**config.mk**
```make
export PLATFORM = sky130hd
export DESIGN_NAME = rom_arbiter
export DESIGN_NICKNAME = d
export VERILOG_FILES = /design/src/rtl/rom_arbiter.sv
export SDC_FILE = /design/constraint.sdc
export NUM_CORES = 1
export LEC_CHECK = 0
export ABC_AREA = 1
export BUFFER_PORTS_ARGS = -buffer_cell sky130_fd_sc_hd__buf_2
export CAP_MARGIN = 5
export CORE_AREA = 3 3 131 133
export DETAILED_ROUTE_END_ITERATION = 16
export DIE_AREA = 0 0 134 136
export PLACE_DENSITY = 0.73
export SYNTH_ARGS = -nofsm -noshare
export SYNTH_HDL_FRONTEND = slang
export SYNTH_SLANG_ARGS = --single-unit
```
**constraint.sdc**
```tcl
create_clock -name clk -period 3.7 [get_ports clk]
set_input_delay 0.185 -clock clk [delete_from_list [all_inputs] [get_ports clk]]
set_output_delay 0.185 -clock clk [all_outputs]
set_load 0.01 [all_outputs]
```
**src/rtl/rom_arbiter.sv**
```systemverilog
// rtl/rom_arbiter.sv - round-robin arbiter sharing one synchronous ROM read port between two requesters
module rom_arbiter #(
    parameter int MEM_ADDR  = 6,
    parameter int MEM_EXTRA = 4,
    localparam int DW       = (2 ** MEM_EXTRA) * 8
) (
    input  logic                clk,
    input  logic                reset_n,
    input  logic                a_req,
    input  logic                b_req,
    input  logic [MEM_ADDR:0]   a_addr,
    input  logic [MEM_ADDR:0]   b_addr,
    input  logic [MEM_EXTRA-1:0] a_extra,
    input  logic [MEM_EXTRA-1:0] b_extra,
    input  logic [MEM_ADDR:0]   a_lower,
    input  logic [MEM_ADDR:0]   a_upper,
    input  logic [MEM_ADDR:0]   b_lower,
    input  logic [MEM_ADDR:0]   b_upper,
    output logic                a_gnt,
    output logic                b_gnt,
    output logic                a_ack,
    output logic                b_ack,
    output logic [DW-1:0]       rsp_data,
    output logic                rsp_error,
    output logic [MEM_ADDR:0]   mem_addr,
    output logic [MEM_EXTRA-1:0] mem_extra,
    output logic [MEM_ADDR:0]   mem_lower,
    output logic [MEM_ADDR:0]   mem_upper,
    input  logic [DW-1:0]       mem_data,
    input  logic                mem_error
);

    typedef enum logic [1:0] {
        IDLE,
        ISSUE,
        CAPTURE
    } state_t;

    // Requester encoding for owner/last: 0 = A, 1 = B.
    state_t               state_q, state_d;
    logic                 owner_q, owner_d;
    logic                 last_q, last_d;
    logic                 gnt_a_q, gnt_a_d;
    logic                 gnt_b_q, gnt_b_d;
    logic [DW-1:0]        rsp_data_q, rsp_data_d;
    logic                 rsp_error_q, rsp_error_d;
    logic [MEM_ADDR:0]    mem_addr_q, mem_addr_d;
    logic [MEM_EXTRA-1:0] mem_extra_q, mem_extra_d;
    logic [MEM_ADDR:0]    mem_lower_q, mem_lower_d;
    logic [MEM_ADDR:0]    mem_upper_q, mem_upper_d;

    logic capture;
    logic arb_last;
    logic req_a_eff;
    logic req_b_eff;
    logic win_any;
    logic win_b;
    logic cap_gnt_a;
    logic cap_gnt_b;

    always_comb begin
        state_d     = state_q;
        owner_d     = owner_q;
        last_d      = last_q;
        gnt_a_d     = 1'b0;
        gnt_b_d     = 1'b0;
        rsp_data_d  = rsp_data_q;
        rsp_error_d = rsp_error_q;
        mem_addr_d  = mem_addr_q;
        mem_extra_d = mem_extra_q;
        mem_lower_d = mem_lower_q;
        mem_upper_d = mem_upper_q;
        cap_gnt_a   = 1'b0;
        cap_gnt_b   = 1'b0;

        // During CAPTURE the owner is being acked, so its req is masked and
        // the arbitration already sees last = owner.
        capture   = (state_q == CAPTURE);
        arb_last  = capture ? owner_q : last_q;
        req_a_eff = a_req & ~(capture & ~owner_q);
        req_b_eff = b_req & ~(capture & owner_q);
        win_any   = req_a_eff | req_b_eff;
        win_b     = req_b_eff & (~req_a_eff | ~arb_last);

        if ((state_q == IDLE || capture) && win_any) begin
            owner_d     = win_b;
            mem_addr_d  = win_b ? b_addr  : a_addr;
            mem_extra_d = win_b ? b_extra : a_extra;
            mem_lower_d = win_b ? b_lower : a_lower;
            mem_upper_d = win_b ? b_upper : a_upper;
        end

        case (state_q)
            IDLE: begin
                if (win_any) begin
                    gnt_a_d = ~win_b;
                    gnt_b_d = win_b;
                    state_d = ISSUE;
                end
            end
            ISSUE: begin
                state_d = CAPTURE;
            end
            CAPTURE: begin
                rsp_data_d  = mem_data;
                rsp_error_d = mem_error;
                last_d      = owner_q;
                if (win_any) begin
                    cap_gnt_a = ~win_b;
                    cap_gnt_b = win_b;
                    state_d   = ISSUE;
                end else begin
                    state_d   = IDLE;
                end
            end
            default: begin
                state_d = IDLE;
            end
        endcase
    end

    always_ff @(posedge clk or negedge reset_n) begin
        if (!reset_n) begin
            state_q     <= IDLE;
            owner_q     <= 1'b0;
            last_q      <= 1'b1;
            gnt_a_q     <= 1'b0;
            gnt_b_q     <= 1'b0;
            rsp_data_q  <= '0;
            rsp_error_q <= 1'b0;
            mem_addr_q  <= '0;
            mem_extra_q <= '0;
            mem_lower_q <= '0;
            mem_upper_q <= '1;
        end else begin
            state_q     <= state_d;
            owner_q     <= owner_d;
            last_q      <= last_d;
            gnt_a_q     <= gnt_a_d;
            gnt_b_q     <= gnt_b_d;
            rsp_data_q  <= rsp_data_d;
            rsp_error_q <= rsp_error_d;
            mem_addr_q  <= mem_addr_d;
            mem_extra_q <= mem_extra_d;
            mem_lower_q <= mem_lower_d;
            mem_upper_q <= mem_upper_d;
        end
    end

    // ROM data is already registered by the ROM, so it is forwarded in the
    // ack cycle and held from the capture register afterwards.
    assign a_gnt     = gnt_a_q | cap_gnt_a;
    assign b_gnt     = gnt_b_q | cap_gnt_b;
    assign a_ack     = capture & ~owner_q;
    assign b_ack     = capture & owner_q;
    assign rsp_data  = capture ? mem_data : rsp_data_q;
    assign rsp_error = capture ? mem_error : rsp_error_q;
    assign mem_addr  = mem_addr_q;
    assign mem_extra = mem_extra_q;
    assign mem_lower = mem_lower_q;
    assign mem_upper = mem_upper_q;

endmodule

```
Word level (Yosys, flattened, before mapping). Cells that the tools add are included.

Equality and inequality tests: 3. Muxes and demuxes: 16. Bitwise logic cells: 15. Reductions and logical operators: 3.

Operators with widths (number): $mux W128 (1); $mux W7 (3); $mux W1 (9); $not A1 Y1 (6); $pmux W2 S3 (1); $and A1 B1 Y1 (5); $mux W4 (1); $or A1 B1 Y1 (4); $eq A2 B1 Y1 const B (1); $eq A2 B2 Y1 const B (1); $logic_not A2 Y1 (1); $mux W2 (1); $ne A2 B2 Y1 const B (1); $logic_and A1 B1 Y1 (1); $logic_or A1 B1 Y1 (1).

Register bits after elaboration: 160. Bits of input ports: 183. Output and inout bits: 158. Word-level logic and storage cells: 48.

Logic depth before layout (Yosys ltp). Gate-level depths: netlist (run 1).

Depth after elaboration: 11. Depth in mapped cells: 9. Depth with buffers taken out: 8.

Worst setup path before layout (run 1). OpenSTA, ideal clock, no wires.

Path kind: reg-to-output. Start point: register state_q[0]. End point: output a_gnt. Data arrival time: 1.327 ns. Data required time: 3.515 ns. Setup slack: 2.188 ns. Cell stages (with the launch flop): 9. Buffers on the path: 1. Cell sequence: dfrtp_1 inv_2 nand3_2 nand2_2 inv_4 nand2_4 buf_4 nand2_1 o21bai_1.

Longest elaborated chain between the ends: 11. Elaborated cells on any way between the ends: 17.

Ends and longest elaborated chain: start: declaration (RTL line 40) `state_t state_q, state_d;`; start signal: assignment (RTL line 136) `state_q <= state_d;`; $eq A2 B2 Y1 * (RTL line 78, 93); $and A1 B1 Y1 (RTL line 80) `req_a_eff = a_req & ~(capture & ~owner_q);`; $not A1 Y1 (RTL line 80); $and A1 B1 Y1 (RTL line 80); $not A1 Y1 (RTL line 83) `win_b = req_b_eff & (~req_a_eff | ~arb_last);`; $or A1 B1 Y1 (RTL line 83); $and A1 B1 Y1 (RTL line 83); $not A1 Y1 (RTL line 109) `cap_gnt_a = ~win_b;`; $mux W1 (RTL line 108) `if (win_any) begin`; $mux W1 * (RTL line 93) `case (state_q)`; $or A1 B1 Y1 * (RTL line 152) `assign a_gnt = gnt_a_q | cap_gnt_a;`; end: declaration (RTL line 19) `output logic a_gnt,`.

Every way passes the cells marked *; elsewhere a longest branch is shown, timed or not.

Worst setup path in the final report (run 1). Ends and elaborated chain as after synthesis.

==> results of run 1 <==
-- cell families (layout without fill, tap and decap cells) --
| family | Yosys count | in the layout | synth area share |
|---|---|---|---|
| flip-flops | 160 | 160 | 0.617 |
| AND/OR/NAND/NOR | 142 | 142 | 0.0975 |
| multiplexers | 129 | 129 | 0.223 |
| buffers and inverters | 79 | 446 | 0.0564 |
| AO/OA/AOI/OAI | 4 | 4 | 0.00558 |
-- worst min path at each step --
stage                              from         endpoint  slack [ps]  depth (start not counted)
after detailed placement        reset_n   rsp_data_q[31]         340                          1
after CTS                  mem_data[92]   rsp_data_q[92]         0.7                          2
after global placement          reset_n   rsp_data_q[36]         340                          1
after floorplan                 reset_n          gnt_a_q        -110                          0
final                      mem_data[14]   rsp_data_q[14]          20                          2
after global routing      mem_data[117]  rsp_data_q[117]           1                          2
-- metrics by stage --
step,hold WS (ps),instances,area [um^2]
final,24.7,1097,9140
after floorplan,-111,514,6500
after global placement,339,1048,8370
after CTS,0.683,1096,9130
after global routing,1.25,1097,9140
after detailed placement,344,1048,8370
-- Yosys cell counts --
library cell  count
buf_6             2
nand2_4           1
or2_2             1
nor2_1            3
dfrtp_1         152
clkbuf_1          1
nand3_4           1
o21bai_1          2
nand3_1          51
buf_4            11
o21ai_1           1
inv_2             1
a21oi_4           1
dfstp_2           8
inv_1            53
nand2_2           3
nand2_1          81
buf_1             1
inv_4             1
buf_2             9
nand3_2           1
mux2_2          129
-- power by group through the flow --
stage	logic, mW	registers (mW)	clock network (mW)
detailed placement	3.67	2.94	0
CTS	3.68	2.93	1.81
global placement	3.60	2.91	0
floorplan	2.23	2.95	0
finish	3.62	2.94	1.76
global route	3.92	3.02	1.89
-- state kept, by name (all words and copies together) (netlist names) --
name and flops:
gnt_a_q 1, owner_q 1, rsp_data_q 128, mem_extra 4, gnt_b_q 1, mem_lower 7, state_q 2, mem_addr 7
last_q 1, mem_upper 7, rsp_error_q 1
-- cell type report --
class / instances / area (um^2) / area share
clock buffers: 23 / 468 / 0.0512
clock inverters: 9 / 133 / 0.0145
inverters: 55 / 209 / 0.0229
multi-input cells: 275 / 2130 / 0.233
flip-flops and latches: 160 / 4010 / 0.439
well taps: 216 / 270 / 0.0296
repair buffers: 359 / 1920 / 0.210
-- layer usage --
metal | share of wire | vias to the layer above
met5 | 0.0025 | -
met3 | 0.079 | 38
met2 | 0.51 | 227
met4 | 0.026 | 6
met1 | 0.38 | 2342
li1 | - | 2382
-- timing repair --
action	CTS	global route
hold buffers	16	1
endpoints found under the hold margin	101	1
gates resized for setup	0	0
==> impl_metrics.ini, run 1 <==
[run_status]
outcome = completed

[grt]
grt.busiest_layer = met2
use_met2 = 0.319
grt_pass1_vias = 5002
grt_remaining_overflow = 0
groute.usage.overall = 0.182
grt_max_degree = 102
use_met3 = 0.0574
antenna_found_initial = 3
grt_pass1_wl_um = 26000
met1_usage = 0.209

[yosys]
yosys_warnings = 0
syn_inst = 514
synth.area.top_cells = dfrtp_1, mux2_2, nand2_1
synth_area_um2 = 6500
synth.largest_area_cell = dfrtp_1
synth.distinct_cells = 22
yosysSeqAreaShare = 0.617
ys_ff_latch = 160
syn_nets = 697
syn_avg_cell_area_um2 = 12.7
synthDominantCellAreaShare = 0.585

[cells_and_area]
fillCellCount = 1328
drive_gt1_frac = 0.587
synthToLayoutAreaGrowth_pct = 40.5
final_nets = 1051
insertedDiodeCount = 0
final_cell_mix = buf_2, dfrtp_1, mux2_2
layout_commonest_cell = buf_2
post-route-util = 0.573

[cts]
clock_latency_ps = 410
clock_path_buffers = 2
post_cts_buffers = 0
clock-sinks = 160
cts_root_buf = clkbuf_16
cts_tree = done
numCtsBuffers = 17
htreeDepth = 4
clkTransAtPathRegs_ps = 60

[critical_path]
reg2reg_from = state_q[0]
critPathBufInv = 2
cp-endpoint = a_gnt
worst-path-stages = 7
worstPathCellList = inv_2 -> nand2_4 -> nand3_4 -> nand2_4 -> nand2_1 -> o21bai_1 -> buf_2
cp-end-kind = output pin
crit_family = simple AND/OR/NAND/NOR gates
required_ps = 3510
critical_path_class = flip-flop to output pin
reg2reg_slack_ps = 1660
critPathMaxStageDelay_ps = 430
crit_arrival_ps = 2530
worstSetupStartpoint = state_q[0]
r2r_cells = 7
cp_slowest_cell = dfrtp_1
cp-start-kind = flip-flop
crit_top_cell = nand2_4
crit_fanout = 33
r2r-end = mem_addr[6]

[power_and_ir_drop]
power.switching_mw = 2.87
internal_power_mw = 5.44
p_per_area_nw_per_um2 = 910
swShare = 0.346
total_power_mw = 8.31
irDropWorstVdd_v = 0.000318
p_leak_nw = 4.81
p_clk_frac = 0.212
combinationalPowerShare = 0.435
seq_power_share = 0.353

[drt]
drc = 0
wl_um = 16900
drtPass1Iterations = 6
drtIter0Drc = 184
vias_per_cell = 4.55
ant_nets = 0
vias = 4995
wl_per_cell_um = 15.4

[timing]
hold_viol = 0
grt_setup_unrepaired = false
slew_violations = 0
clock_skew_ps = 11.5
tightestPinTransition_ps = 872
fin_tns_setup_ps = 0
period_minus_slack_ps = 2710
fmax_mhz = 368
setup_viol = 0
setup_ws_ps = 985
layout_worst_path_cycle_share = 0.734
max_slew_margin = 0.419

[job]
drv_cap = 0

[die]
rows = 46
dieHeight_um = 136
initial_core_util = 0.408
die_w_um = 134
dieArea_um2 = 18200
io_pins = 341
coreArea_um2 = 15900

[place]
place_congestion = 0.755
post-dp-hpwl_um = 12600
numPortBuffers = 340
place_ws_ps = 1390

[min_path]
hold_path.class = input pin to flip-flop
(Power assumes the default switching activity.)
==> inputs of run 2 (changes only) <==
- CORE_AREA: 3 3 131 133 -> 3 3 132 134
- DIE_AREA: 0 0 134 136 -> 0 0 135 137
- PLACE_DENSITY: 0.73 -> 0.72
- clock period: 3.7 -> 2.5 ns (I/O delays scaled with it)
==> impl_metrics.ini, run 2 (synthesis results as in run 1) <==
[drt]
drc = 0
wl_per_cell_um = 16.2
maxUsedRoutingLayer = met4
drtPass1Iterations = 4
ant_nets = 0
wl_um = 19800
dr_wl_met2_um = 10200
vias = 5562
wl_met1_um = 7380
route.met3.wl_um = 1400
vias_per_cell = 4.55
drtIter0Drc = 176

[place]
placed_cells = 1055
place_congestion = 0.791
post-dp-hpwl_um = 12800
numPortBuffers = 340

[grt]
groute.usage.overall = 0.208
antenna_found_initial = 0
grt_pass1_wl_um = 29900
grt_max_degree = 91
grt_pass1_vias = 5752
grt_remaining_overflow = 0

[cells_and_area]
fillCellCount = 1221
drive_gt1_frac = 0.522
final_cell_mix = buf_2, dfrtp_1, dlygate4sd3_1
synthToLayoutAreaGrowth_pct = 59.2
layout_commonest_cell = buf_2
finalNonFillerCells = 1222
final_nets = 1173
largest_reg_flops = 128
insertedDiodeCount = 0
top_register = rsp_data_q

[timing]
fin_tns_setup_ps = 0
slew_violations = 0
clock_skew_ps = 10.8
layout_worst_path_cycle_share = 0.897
hold_viol = 0
max_slew_margin = 0.589
period_minus_slack_ps = 2240
fmax_mhz = 446
grt_setup_unrepaired = false
tightestPinTransition_ps = 615
setup_viol = 0

[critical_path]
required_ps = 2380
cp-end-kind = output pin
crit_fanout = 42
critical_path_class = flip-flop to output pin
cp-start-kind = flip-flop
crit_arrival_ps = 2120
reg2reg_slack_ps = 810

[min_path]
hold_path.class = input pin to flip-flop

[cts]
clkTransAtPathRegs_ps = 70
cts_root_buf = clkbuf_16
clock_path_buffers = 2
cts-resized-gates = 0
clock_latency_ps = 410
numCtsBuffers = 17
htreeDepth = 4
clock-sinks = 160
cts_tree = done

[job]
drv_cap = 0

[die]
dieHeight_um = 137
coreArea_um2 = 16400
die_w_um = 135
initial_core_util = 0.396
dieArea_um2 = 18500
rows = 47
io_pins = 341

[power_and_ir_drop]
total_power_mw = 12.6
irDropWorstVdd_v = 0.000598
p_leak_nw = 5.32
p_per_area_nw_per_um2 = 1210

[run_status]
outcome = completed
==> run 2: changes by cell type in the layout (fill, tap and decap cells not counted) <==
cell | previous run | this run
buf_12 | 2 | 3
inv_8 | 0 | 2
clkbuf_8 | 2 | 0
clkbuf_1 | 4 | 0
clkinvlp_4 | 2 | 4
buf_4 | 0 | 2
dlygate4sd3_1 | 17 | 136
inv_6 | 1 | 3
bufinv_16 | 3 | 2
==> run 2: per-stage QoR <==
stage               hold WS [ps]   util  setup WS [ps]  instance area (um^2)
floorplan                   -171      -           1050                  6500
global placement            99.3  0.513            723                  8410
detailed placement          96.5  0.513            701                  8410
CTS                        0.584  0.631            238                 10400
global route                28.7  0.631            132                 10400
finish                      25.6  0.631            257                 10400
==> run 2: worst paths after layout <==
path | to | cells past startpoint | from
max reg2reg | mem_upper[5] | 6 | state_q[0]
min in group asynchronous | rsp_data_q[32] | 2 | reset_n
min reg2reg | mem_upper[6] | 2 | mem_upper[6]
max | rsp_data[11] | 5 | state_q[0]
max in group asynchronous | mem_upper[5] | 3 | reset_n
min | mem_addr[3] | 5 | a_addr[3]
==> run 2: routing by layer <==
metal	up-vias	track usage
li1	2633	-
met3	47	0.0540
met4	0	0.109
met5	-	0
met2	257	0.363
met1	2625	0.234
==> run 2: cell type report <==
type                       instances  area (um^2)  area share
clock inverter                    14          158      0.0152
inverter                          55          209      0.0202
tap                              220          275      0.0266
multi-input combinational        275         2130       0.206
timing repair buffer             481         3140       0.304
clock buffer                      17          425      0.0411
sequential                       160         4010       0.388
==> run 2: what timing repair did <==
action                    CTS  global route
hold endpoints to repair  183             0
buffers inserted            0             0
hold buffers              136             0
==> run 2: power by group <==
part / internal, mW / switching (mW) / leakage (nW) / total, mW
Sequential: 3.94 / 0.444 / 1.87 / 4.39
Combinational: 2.62 / 3.02 / 3.17 / 5.64
Clock: 1.48 / 1.06 / 0.276 / 2.54
Total: 8.05 / 4.52 / 5.32 / 12.6
==> run 2: worst max-delay path, cell delays in order (launching register included) <==
cell and delay, ps:
dfrtp_1 440, inv_2 110, nand2_4 100, buf_4 460, mux2_2 420, buf_2 150
